==> config.mk <==
export PLATFORM = sky130hd
export DESIGN_NAME = mem_port_arbiter_flat
export DESIGN_NICKNAME = d
export VERILOG_FILES = /design/src/rtl/mem_arb_pkg.sv /design/src/rtl/mem_port_arbiter_if.sv /design/src/rtl/mem_arb_prio.sv /design/src/rtl/mem_port_arbiter.sv /design/src/flat_wrapper.sv
export SDC_FILE = /design/constraint.sdc
export NUM_CORES = 1
export LEC_CHECK = 0
export CAP_MARGIN = 20
export CORE_UTILIZATION = 40
export DETAILED_ROUTE_END_ITERATION = 16
export MAX_ROUTING_LAYER = met4
export PLACE_DENSITY_LB_ADDON = 0.05
export SLEW_MARGIN = 10
export SYNTH_ARGS = -nofsm -noshare
export SYNTH_HDL_FRONTEND = slang
export SYNTH_SLANG_ARGS = --single-unit
==> constraint.sdc <==
create_clock -name clk -period 2.37 [get_ports clk]
set_input_delay 0.3555 -clock clk [delete_from_list [all_inputs] [get_ports clk]]
set_output_delay 0.3555 -clock clk [all_outputs]
set_load 0.02 [all_outputs]
==> src/rtl/mem_arb_pkg.sv <==
// rtl/mem_arb_pkg.sv - shared types and constants for the unified memory port arbiter
package mem_arb_pkg;

    // Encodes what was issued to memory in the previous cycle
    typedef enum logic [1:0] {
        IDLE  = 2'd0,
        IF_RD = 2'd1,
        D_RD  = 2'd2,
        D_WR  = 2'd3
    } arb_state_t;

    localparam int unsigned C_MAX_WAIT = 4;

    function automatic int unsigned mask_width(input int unsigned dw);
        return dw / 8;
    endfunction

endpackage

==> src/rtl/mem_port_arbiter_if.sv <==
// rtl/mem_port_arbiter_if.sv - fetch, data and memory-side signals of the port arbiter
interface mem_port_arbiter_if #(
    parameter int unsigned AW = 8,
    parameter int unsigned DW = 32
);
    import mem_arb_pkg::*;

    localparam int unsigned MW = mask_width(DW);

    logic          if_req;
    logic [AW-1:0] if_addr;
    logic          if_gnt;
    logic          if_rvalid;
    logic [DW-1:0] if_rdata;

    logic          d_req;
    logic          d_we;
    logic [AW-1:0] d_addr;
    logic [DW-1:0] d_wdata;
    logic [MW-1:0] d_mask;
    logic          d_gnt;
    logic          d_rvalid;
    logic [DW-1:0] d_rdata;

    logic          mem_request;
    logic          mem_we_re;
    logic [AW-1:0] mem_address;
    logic [DW-1:0] mem_data_in;
    logic [MW-1:0] mem_mask;
    logic [DW-1:0] mem_data_out;

    modport slave (
        input  if_req, if_addr,
        output if_gnt, if_rvalid, if_rdata,
        input  d_req, d_we, d_addr, d_wdata, d_mask,
        output d_gnt, d_rvalid, d_rdata,
        output mem_request, mem_we_re, mem_address, mem_data_in, mem_mask,
        input  mem_data_out
    );

    modport master (
        output if_req, if_addr,
        input  if_gnt, if_rvalid, if_rdata,
        output d_req, d_we, d_addr, d_wdata, d_mask,
        input  d_gnt, d_rvalid, d_rdata,
        input  mem_request, mem_we_re, mem_address, mem_data_in, mem_mask,
        output mem_data_out
    );

endinterface

==> src/rtl/mem_arb_prio.sv <==
// rtl/mem_arb_prio.sv - combinational priority picker: forced fetch, then data, then fetch
module mem_arb_prio (
    input  logic       if_req,
    input  logic       d_req,
    input  logic       force_if,
    output logic [1:0] gnt
);

    // gnt[0] = fetch, gnt[1] = data; at most one bit set
    always_comb begin
        gnt = 2'b00;
        if (force_if) begin
            gnt = 2'b01;
        end else if (d_req) begin
            gnt = 2'b10;
        end else if (if_req) begin
            gnt = 2'b01;
        end
    end

endmodule

==> src/rtl/mem_port_arbiter.sv <==
// rtl/mem_port_arbiter.sv - shares one single-port memory between fetch and load/store ports
module mem_port_arbiter
    import mem_arb_pkg::*;
#(
    parameter int unsigned AW       = 8,
    parameter int unsigned DW       = 32,
    parameter int unsigned MAX_WAIT = C_MAX_WAIT
) (
    input  logic                clk,
    input  logic                rst,
    mem_port_arbiter_if.slave   bus,
    output logic [3:0]          starve_cnt
);

    localparam int unsigned MW = mask_width(DW);

    arb_state_t    r_state;
    arb_state_t    w_state_nxt;
    logic [3:0]    r_starve_cnt;
    logic [3:0]    w_starve_nxt;
    logic [DW-1:0] r_if_rdata;
    logic [DW-1:0] r_d_rdata;

    logic          w_force_if;
    logic [1:0]    w_gnt;
    logic          w_mem_request;
    logic          w_mem_we_re;
    logic [AW-1:0] w_mem_address;
    logic [DW-1:0] w_mem_data_in;
    logic [MW-1:0] w_mem_mask;

    assign w_force_if = bus.if_req && (r_starve_cnt >= 4'(MAX_WAIT));

    mem_arb_prio u_prio (
        .if_req   (bus.if_req),
        .d_req    (bus.d_req),
        .force_if (w_force_if),
        .gnt      (w_gnt)
    );

    // Winner drives the memory in the same cycle; idle bus is held at zero
    always_comb begin
        w_mem_request = 1'b0;
        w_mem_we_re   = 1'b0;
        w_mem_address = '0;
        w_mem_data_in = '0;
        w_mem_mask    = '0;
        w_state_nxt   = IDLE;
        if (w_gnt[0]) begin
            w_mem_request = 1'b1;
            w_mem_address = bus.if_addr;
            w_state_nxt   = IF_RD;
        end else if (w_gnt[1]) begin
            w_mem_request = 1'b1;
            w_mem_we_re   = bus.d_we;
            w_mem_address = bus.d_addr;
            w_mem_data_in = bus.d_wdata;
            w_mem_mask    = bus.d_mask;
            w_state_nxt   = bus.d_we ? D_WR : D_RD;
        end
    end

    always_comb begin
        w_starve_nxt = 4'd0;
        if (bus.if_req && !w_gnt[0]) begin
            w_starve_nxt = (r_starve_cnt == 4'd15) ? 4'd15 : r_starve_cnt + 4'd1;
        end
    end

    always_ff @(posedge clk or negedge rst) begin
        if (!rst) begin
            r_state      <= IDLE;
            r_starve_cnt <= 4'd0;
            r_if_rdata   <= '0;
            r_d_rdata    <= '0;
        end else begin
            r_state      <= w_state_nxt;
            r_starve_cnt <= w_starve_nxt;
            if (r_state == IF_RD) begin
                r_if_rdata <= bus.mem_data_out;
            end
            if (r_state == D_RD) begin
                r_d_rdata <= bus.mem_data_out;
            end
        end
    end

    assign bus.if_gnt      = w_gnt[0];
    assign bus.d_gnt       = w_gnt[1];
    assign bus.mem_request = w_mem_request;
    assign bus.mem_we_re   = w_mem_we_re;
    assign bus.mem_address = w_mem_address;
    assign bus.mem_data_in = w_mem_data_in;
    assign bus.mem_mask    = w_mem_mask;

    // Read data is forwarded straight from memory in the response cycle, then held
    assign bus.if_rvalid = (r_state == IF_RD);
    assign bus.d_rvalid  = (r_state == D_RD);
    assign bus.if_rdata  = (r_state == IF_RD) ? bus.mem_data_out : r_if_rdata;
    assign bus.d_rdata   = (r_state == D_RD)  ? bus.mem_data_out : r_d_rdata;

    assign starve_cnt = r_starve_cnt;

endmodule

==> src/flat_wrapper.sv <==
// flat-port wrapper written by rule: the top's interface ports become plain ports
module mem_port_arbiter_flat import mem_arb_pkg::*;
#(
    parameter int unsigned AW       = 8,
    parameter int unsigned DW       = 32,
    parameter int unsigned MAX_WAIT = C_MAX_WAIT
)
  (clk, rst, starve_cnt, bus_if_req, bus_if_addr, bus_if_gnt, bus_if_rvalid, bus_if_rdata, bus_d_req, bus_d_we, bus_d_addr, bus_d_wdata, bus_d_mask, bus_d_gnt, bus_d_rvalid, bus_d_rdata, bus_mem_request, bus_mem_we_re, bus_mem_address, bus_mem_data_in, bus_mem_mask, bus_mem_data_out);
  mem_port_arbiter_if #(.AW(AW), .DW(DW)) bus_i ();
  input  logic clk;
  input  logic rst;
  output logic [3:0] starve_cnt;
  input wire logic [$bits(bus_i.if_req)-1:0] bus_if_req;
  input wire logic [$bits(bus_i.if_addr)-1:0] bus_if_addr;
  output wire logic [$bits(bus_i.if_gnt)-1:0] bus_if_gnt;
  output wire logic [$bits(bus_i.if_rvalid)-1:0] bus_if_rvalid;
  output wire logic [$bits(bus_i.if_rdata)-1:0] bus_if_rdata;
  input wire logic [$bits(bus_i.d_req)-1:0] bus_d_req;
  input wire logic [$bits(bus_i.d_we)-1:0] bus_d_we;
  input wire logic [$bits(bus_i.d_addr)-1:0] bus_d_addr;
  input wire logic [$bits(bus_i.d_wdata)-1:0] bus_d_wdata;
  input wire logic [$bits(bus_i.d_mask)-1:0] bus_d_mask;
  output wire logic [$bits(bus_i.d_gnt)-1:0] bus_d_gnt;
  output wire logic [$bits(bus_i.d_rvalid)-1:0] bus_d_rvalid;
  output wire logic [$bits(bus_i.d_rdata)-1:0] bus_d_rdata;
  output wire logic [$bits(bus_i.mem_request)-1:0] bus_mem_request;
  output wire logic [$bits(bus_i.mem_we_re)-1:0] bus_mem_we_re;
  output wire logic [$bits(bus_i.mem_address)-1:0] bus_mem_address;
  output wire logic [$bits(bus_i.mem_data_in)-1:0] bus_mem_data_in;
  output wire logic [$bits(bus_i.mem_mask)-1:0] bus_mem_mask;
  input wire logic [$bits(bus_i.mem_data_out)-1:0] bus_mem_data_out;
  assign bus_i.if_req = bus_if_req;
  assign bus_i.if_addr = bus_if_addr;
  assign bus_if_gnt = bus_i.if_gnt;
  assign bus_if_rvalid = bus_i.if_rvalid;
  assign bus_if_rdata = bus_i.if_rdata;
  assign bus_i.d_req = bus_d_req;
  assign bus_i.d_we = bus_d_we;
  assign bus_i.d_addr = bus_d_addr;
  assign bus_i.d_wdata = bus_d_wdata;
  assign bus_i.d_mask = bus_d_mask;
  assign bus_d_gnt = bus_i.d_gnt;
  assign bus_d_rvalid = bus_i.d_rvalid;
  assign bus_d_rdata = bus_i.d_rdata;
  assign bus_mem_request = bus_i.mem_request;
  assign bus_mem_we_re = bus_i.mem_we_re;
  assign bus_mem_address = bus_i.mem_address;
  assign bus_mem_data_in = bus_i.mem_data_in;
  assign bus_mem_mask = bus_i.mem_mask;
  assign bus_i.mem_data_out = bus_mem_data_out;
  mem_port_arbiter #(.AW(AW), .DW(DW), .MAX_WAIT(MAX_WAIT)) u_core (.clk(clk), .rst(rst), .bus(bus_i), .starve_cnt(starve_cnt));
endmodule
# ---- Yosys cells after proc, flatten, opt, wreduce, memory -nomap -nowiden
# Cells that the tools add are included.
dict set report word_totals {
  regBits 70
  out_inout_bits 118
  wordCells 32
  input_bits 89
}
dict set report classes {
  n_reduce_logical 3
  n_eq_ne 3
  n_mux 20
  order_cmp 1
  n_addsub 1
}
# op n
set op_table {}
lappend op_table {{32-bit two-way mux} 4}
lappend op_table {{4-bit two-way mux} 4}
lappend op_table {{8-bit two-way mux} 2}
lappend op_table {{2-bit two-way mux} 4}
lappend op_table {{1-bit two-way mux} 6}
lappend op_table {{4-bit by 1-bit adder with 4-bit output (second input constant)} 1}
lappend op_table {{4-bit equality test (second input constant)} 1}
lappend op_table {{4-bit by 3-bit greater-or-equal comparator with 1-bit output (second input constant)} 1}
lappend op_table {{2-bit by 1-bit equality test with 1-bit output (second input constant)} 1}
lappend op_table {{2-bit equality test (second input constant)} 1}
lappend op_table {{1-bit logical AND} 2}
lappend op_table {{1-bit zero test} 1}

# ---- Depth between registers and ports, before layout
dict set report depth {
  ltp_word 6
  ltp_mapped 4
  depth_no_buf 2
}

# ---- Cells and area by module
# A second synthesis with hierarchy kept.
dict set report unflattened {
  cells_unflattened 216
  hier_area_um2 3246.9
}
# module area_each_um2 cells_each n_inst seq_area_each_um2
set by_module_without_submodules {}
lappend by_module_without_submodules {mem_port_arbiter 3231.8 213 1 1751.7}
lappend by_module_without_submodules {mem_arb_prio 15.0 3 1 0.0}

# ---- Worst setup path after synthesis
# No wires, ideal clock.
dict set report synth_path {
  kind {reg2out}
  start {reg u_core.r_starve_cnt[3] (netlist: u_core.starve_cnt[3])}
  end {out bus_mem_data_in[10]}
  slack_ns 0.785
  path_stages_with_launch 5
  path_buffers 2
  t_required_ns 2.014
  arrival_ns 1.229
  path_cell_list {dfrtp_1 > o21ai_1 > buf_2 > clkbuf_2 > and3_1}
}
dict set report synth_via {
  elab_chain_cells 5
}
# element line
set synth_lines {}
lappend synth_lines {{from (decl)} mem_port_arbiter.sv:19} ;# logic [3:0] r_starve_cnt;
lappend synth_lines {{from (signal assigned)} mem_port_arbiter.sv:78} ;# r_starve_cnt <= w_starve_nxt;
lappend synth_lines {{4-bit by 3-bit greater-or-equal comparator with 1-bit output (*)} mem_port_arbiter.sv:32} ;# assign w_force_if = bus.if_req && (r_starve_cnt >= 4'(MAX_WAIT));
lappend synth_lines {{1-bit logical AND (*)} mem_port_arbiter.sv:32}
lappend synth_lines {{2-bit two-way mux (*)} mem_arb_prio.sv:12} ;# if (force_if) begin
lappend synth_lines {{32-bit two-way mux} mem_port_arbiter.sv:53} ;# end else if (w_gnt[1]) begin
lappend synth_lines {{32-bit two-way mux (*)} mem_port_arbiter.sv:49} ;# if (w_gnt[0]) begin
lappend synth_lines {{to (decl)} flat_wrapper.sv:29} ;# output wire logic [$bits(bus_i.mem_data_in)-1:0] bus_mem_data_in;
# Mark *: on every way between the ends. The rest lies on a longest branch, timed or not.

# ---- Worst setup path after layout
dict set report layout_path {
  start {reg u_core.r_state[0]}
  end {out bus_d_rdata[6]}
}
dict set report layout_via {
  elab_chain_cells 2
}
# element line
set layout_lines {}
lappend layout_lines {{from (decl)} mem_port_arbiter.sv:17} ;# arb_state_t r_state;
lappend layout_lines {{from (signal assigned)} mem_port_arbiter.sv:77} ;# r_state <= w_state_nxt;
lappend layout_lines {{2-bit equality test} mem_port_arbiter.sv:100} ;# assign bus.d_rdata = (r_state == D_RD) ? bus.mem_data_out : r_d_rdata;
lappend layout_lines {{32-bit two-way mux} mem_port_arbiter.sv:100}
lappend layout_lines {{to (decl)} flat_wrapper.sv:25} ;# output wire logic [$bits(bus_i.d_rdata)-1:0] bus_d_rdata;
# Every way passes these cells.

==> metrics.md <==
| Metric | Value |
|---|---|
| Status | completed |
| WL final | 9420 um |
| Placer Congestion | 0.7575 |
| Pleak | 3.311 nW |
| Clk buf depth | 2 |
| Syn Nets | 323 |
| Worst path top cell family by delay | buffers and inverters |
| Buf+Inv Stages, Crit Path | 2 |
| RSZ-0062 raised after global routing | false |
| Dpl ws | -0.07343 ns |
| Worst-path clk slew | 0.07 ns |
| Pwr Total | 3.868 mW |
| Syn_area_per_cell | 14.06 um^2 |
| Worst slew pin tran | 0.7915 ns |
| Most used flip-flop cell after synthesis | dfrtp_1 |
| Layout area overhead | 75.10% |
| Clock sink count | 70 |
| CP required | 2.01 ns |
| Largest area contributor in the netlist | dfrtp_1 |
| CP peak stage delay | 0.53 ns |
| PnR worst setup slack | 0.06558 ns |
| Final hold slack | 0.1075 ns |
| Synth async-reset ratio | 100.0% |
| Nets | 534 |
| VDD IR max | 0.0003878 V |
| Vias/cell | 4.789 |
| P per Cell Area | 674.4 nW/um^2 |
| Via Count | 2,639 |
| TritonCTS Buffers | 9 |
| Yosys reg bits | 70 |
| Initial DRT Pass Iterations | 4 |
| Worst EP arrival | 1.95 ns |
| Number of global-route vias before repair | 2,805 |
| Max-cap viol count | 0 |
| Post-CTS Hold Fix Bufs | 0 |
| FMAX | 0.4339 GHz |
| Count of different cell masters after synthesis | 23 |
| Post-CTS Setup Inserts | 0 |
| H-tree Lvls | 3 |
| Root Driver | clkbuf_8 |
| Ranking of synthesized cells by area | dfrtp_1, mux2_4, and3_1, buf_6, mux2_2 |
| Crit start category | register |
| Synthesis Warnings | 0 |
| Final Hold Vio Count | 0 |
| Most frequent cell after synthesis | dfrtp_1 |
| Post-synthesis sequential area ratio | 53.48% |
| Antenna Violating Nets Remaining | 0 |
| DPL Wire Length | 7044 um |
| Final worst-path cycle share | 97.23% |
| GRT Residual Overflow | 0 |
| Ratio of cells with drive above 1 in the final layout | 22.27% |
| Hold/Removal Path Class | primary input to async pin |
| First-pass GRT wire length | 14,410 um |
| Clk_skew | 0.007472 ns |
| Pin count of the biggest net entering global routing | 39 |
| Core area | 7807 um^2 |
| Critical-path top delay cell | clkdlybuf4s50_1 |
| Fin cells | 551 |
| Die area | 8555 um^2 |
| Residual DRC count | 0 |
| Area share of the largest cell type after synthesis | 53.48% |
| Synth cell count leaders | dfrtp_1, mux2_4, and3_1 |
| EDFF count, synth | 0 |
| Crit Path Category | register to primary output |
| Worst-path fanout max | 12 |
| Min cycle time layout | 2.304 ns |
| Post-Syn Area | 3276 um^2 |
| Placed Instances | 535 |
| Mapped Cells | 233 |
| Max-slew headroom | 47.24% |
| Die width | 92.50 um |
| Die Y-Extent | 92.50 um |
| Max Slew Vio Count | 0 |
| Wire per inst | 17.10 um |
| Worst R2R Setup Slack | 1.08 ns |
| Final Util | 73.46% |
| Starting density of the core | 41.96% |
| Final setup vio count | 0 |
| Worst setup EP type | primary output |
| Antenna violations before repair | 0 |
| I/O Buffers | 206 |
| Initial DRC Count | 64 |
| Total GRT Usage | 22.63% |
| I/O pin count | 207 |
| Crit path cell chain | nand2b_2 -> buf_6 -> mux2_4 -> clkdlybuf4s50_1 |
| CTS tree | built |
| N_diodes | 0 |
| Worst-skew pair later-pin latency | 0.33 ns |
| Rows | 32 |
-- timing repair --
item / in CTS / in global routing
gates cloned: 0 / 0
endpoints found under the setup margin: 88 / 47
gates resized for setup: 69 / 47
-- worst paths after layout --
kind / startpoint / depth (start not counted) / endpoint
min: rst / 1 / u_core.r_d_rdata[24]$_DFF_PN0_
max: u_core.r_state[0]$_DFF_PN0_ / 4 / bus_d_rdata[6]
min reg2reg: u_core.r_if_rdata[17]$_DFF_PN0_ / 1 / u_core.r_if_rdata[17]$_DFF_PN0_
min in group clk: u_core.r_if_rdata[17]$_DFF_PN0_ / 1 / u_core.r_if_rdata[17]$_DFF_PN0_
max reg2reg: u_core.r_state[1]$_DFF_PN0_ / 3 / u_core.r_if_rdata[0]$_DFF_PN0_
max in group asynchronous: rst / 2 / u_core.r_if_rdata[23]$_DFF_PN0_
-- power breakdown --
part	leakage [nW]	internal, mW	switching [mW]
sequential	0.824	1.40	0.0615
clock	0.0964	0.485	0.434
combinational	2.39	0.783	0.701
-- stage by stage --
step / TNS, ns / area [um^2]
floorplan: 0 / 3276
global placement: -0.3047 / 5487
detailed placement: -1.752 / 5487
CTS: 0 / 5618
global route: 0 / 5736
finish: 0 / 5736
-- registers in the layout (all words and copies together) (netlist names) --
name and cells:
u_core.r_d_rdata 32, u_core.starve_cnt 4, u_core.r_if_rdata 32, u_core.r_state 2
-- placed cells by master, fill, tap and decap left out, types with 6 or more instances in the layout --
cell / instances
clkdlybuf4s50_1: 95
dlygate4sd2_1: 63
o22ai_1: 8
and3_1: 38
clkbuf_8: 9
buf_4: 7
mux2_4: 58
dlymetal6s2s_1: 47
dfrtp_1: 70
nand2_1: 17
mux2_2: 6
-- metal layers --
metal / global-route usage [%] / part of all wire (%)
met3: 6.897 / 7.2
met2: 35.74 / 50
met1: 28.53 / 42
met5: - / 0
met4: 5.469 / 0.86
-- worst reg2reg max path, cell delays in order (launching register included) --
cell and delay [ns]:
dfrtp_1 0.42, nor2b_4 0.19, buf_12 0.20, mux2_2 0.37
-- kinds of logic after synthesis --
logic type                 Yosys count  share of synthesized area [%]
buffers and inverters               22                          4.469
adders and majority gates            1                         0.3819
and+or+nand+nor                     64                          10.85
other                                1                         0.1145
muxes                               64                          28.65
DFF                                 70                          53.48
AOI/OAI and AO/OA                   11                          2.062
-- area by class of cell --
class / instances / area [um^2]
Clock buffer: 10 / 127.6
Timing Repair Buffer: 220 / 2262
Tap cell: 102 / 127.6
Inverter: 2 / 7.507
Multi-Input combinational cell: 141 / 1398
Sequential cell: 70 / 1752
Fill cell: 587 / 2072
Clock inverter: 6 / 61.31
(Power assumes the default switching activity.)
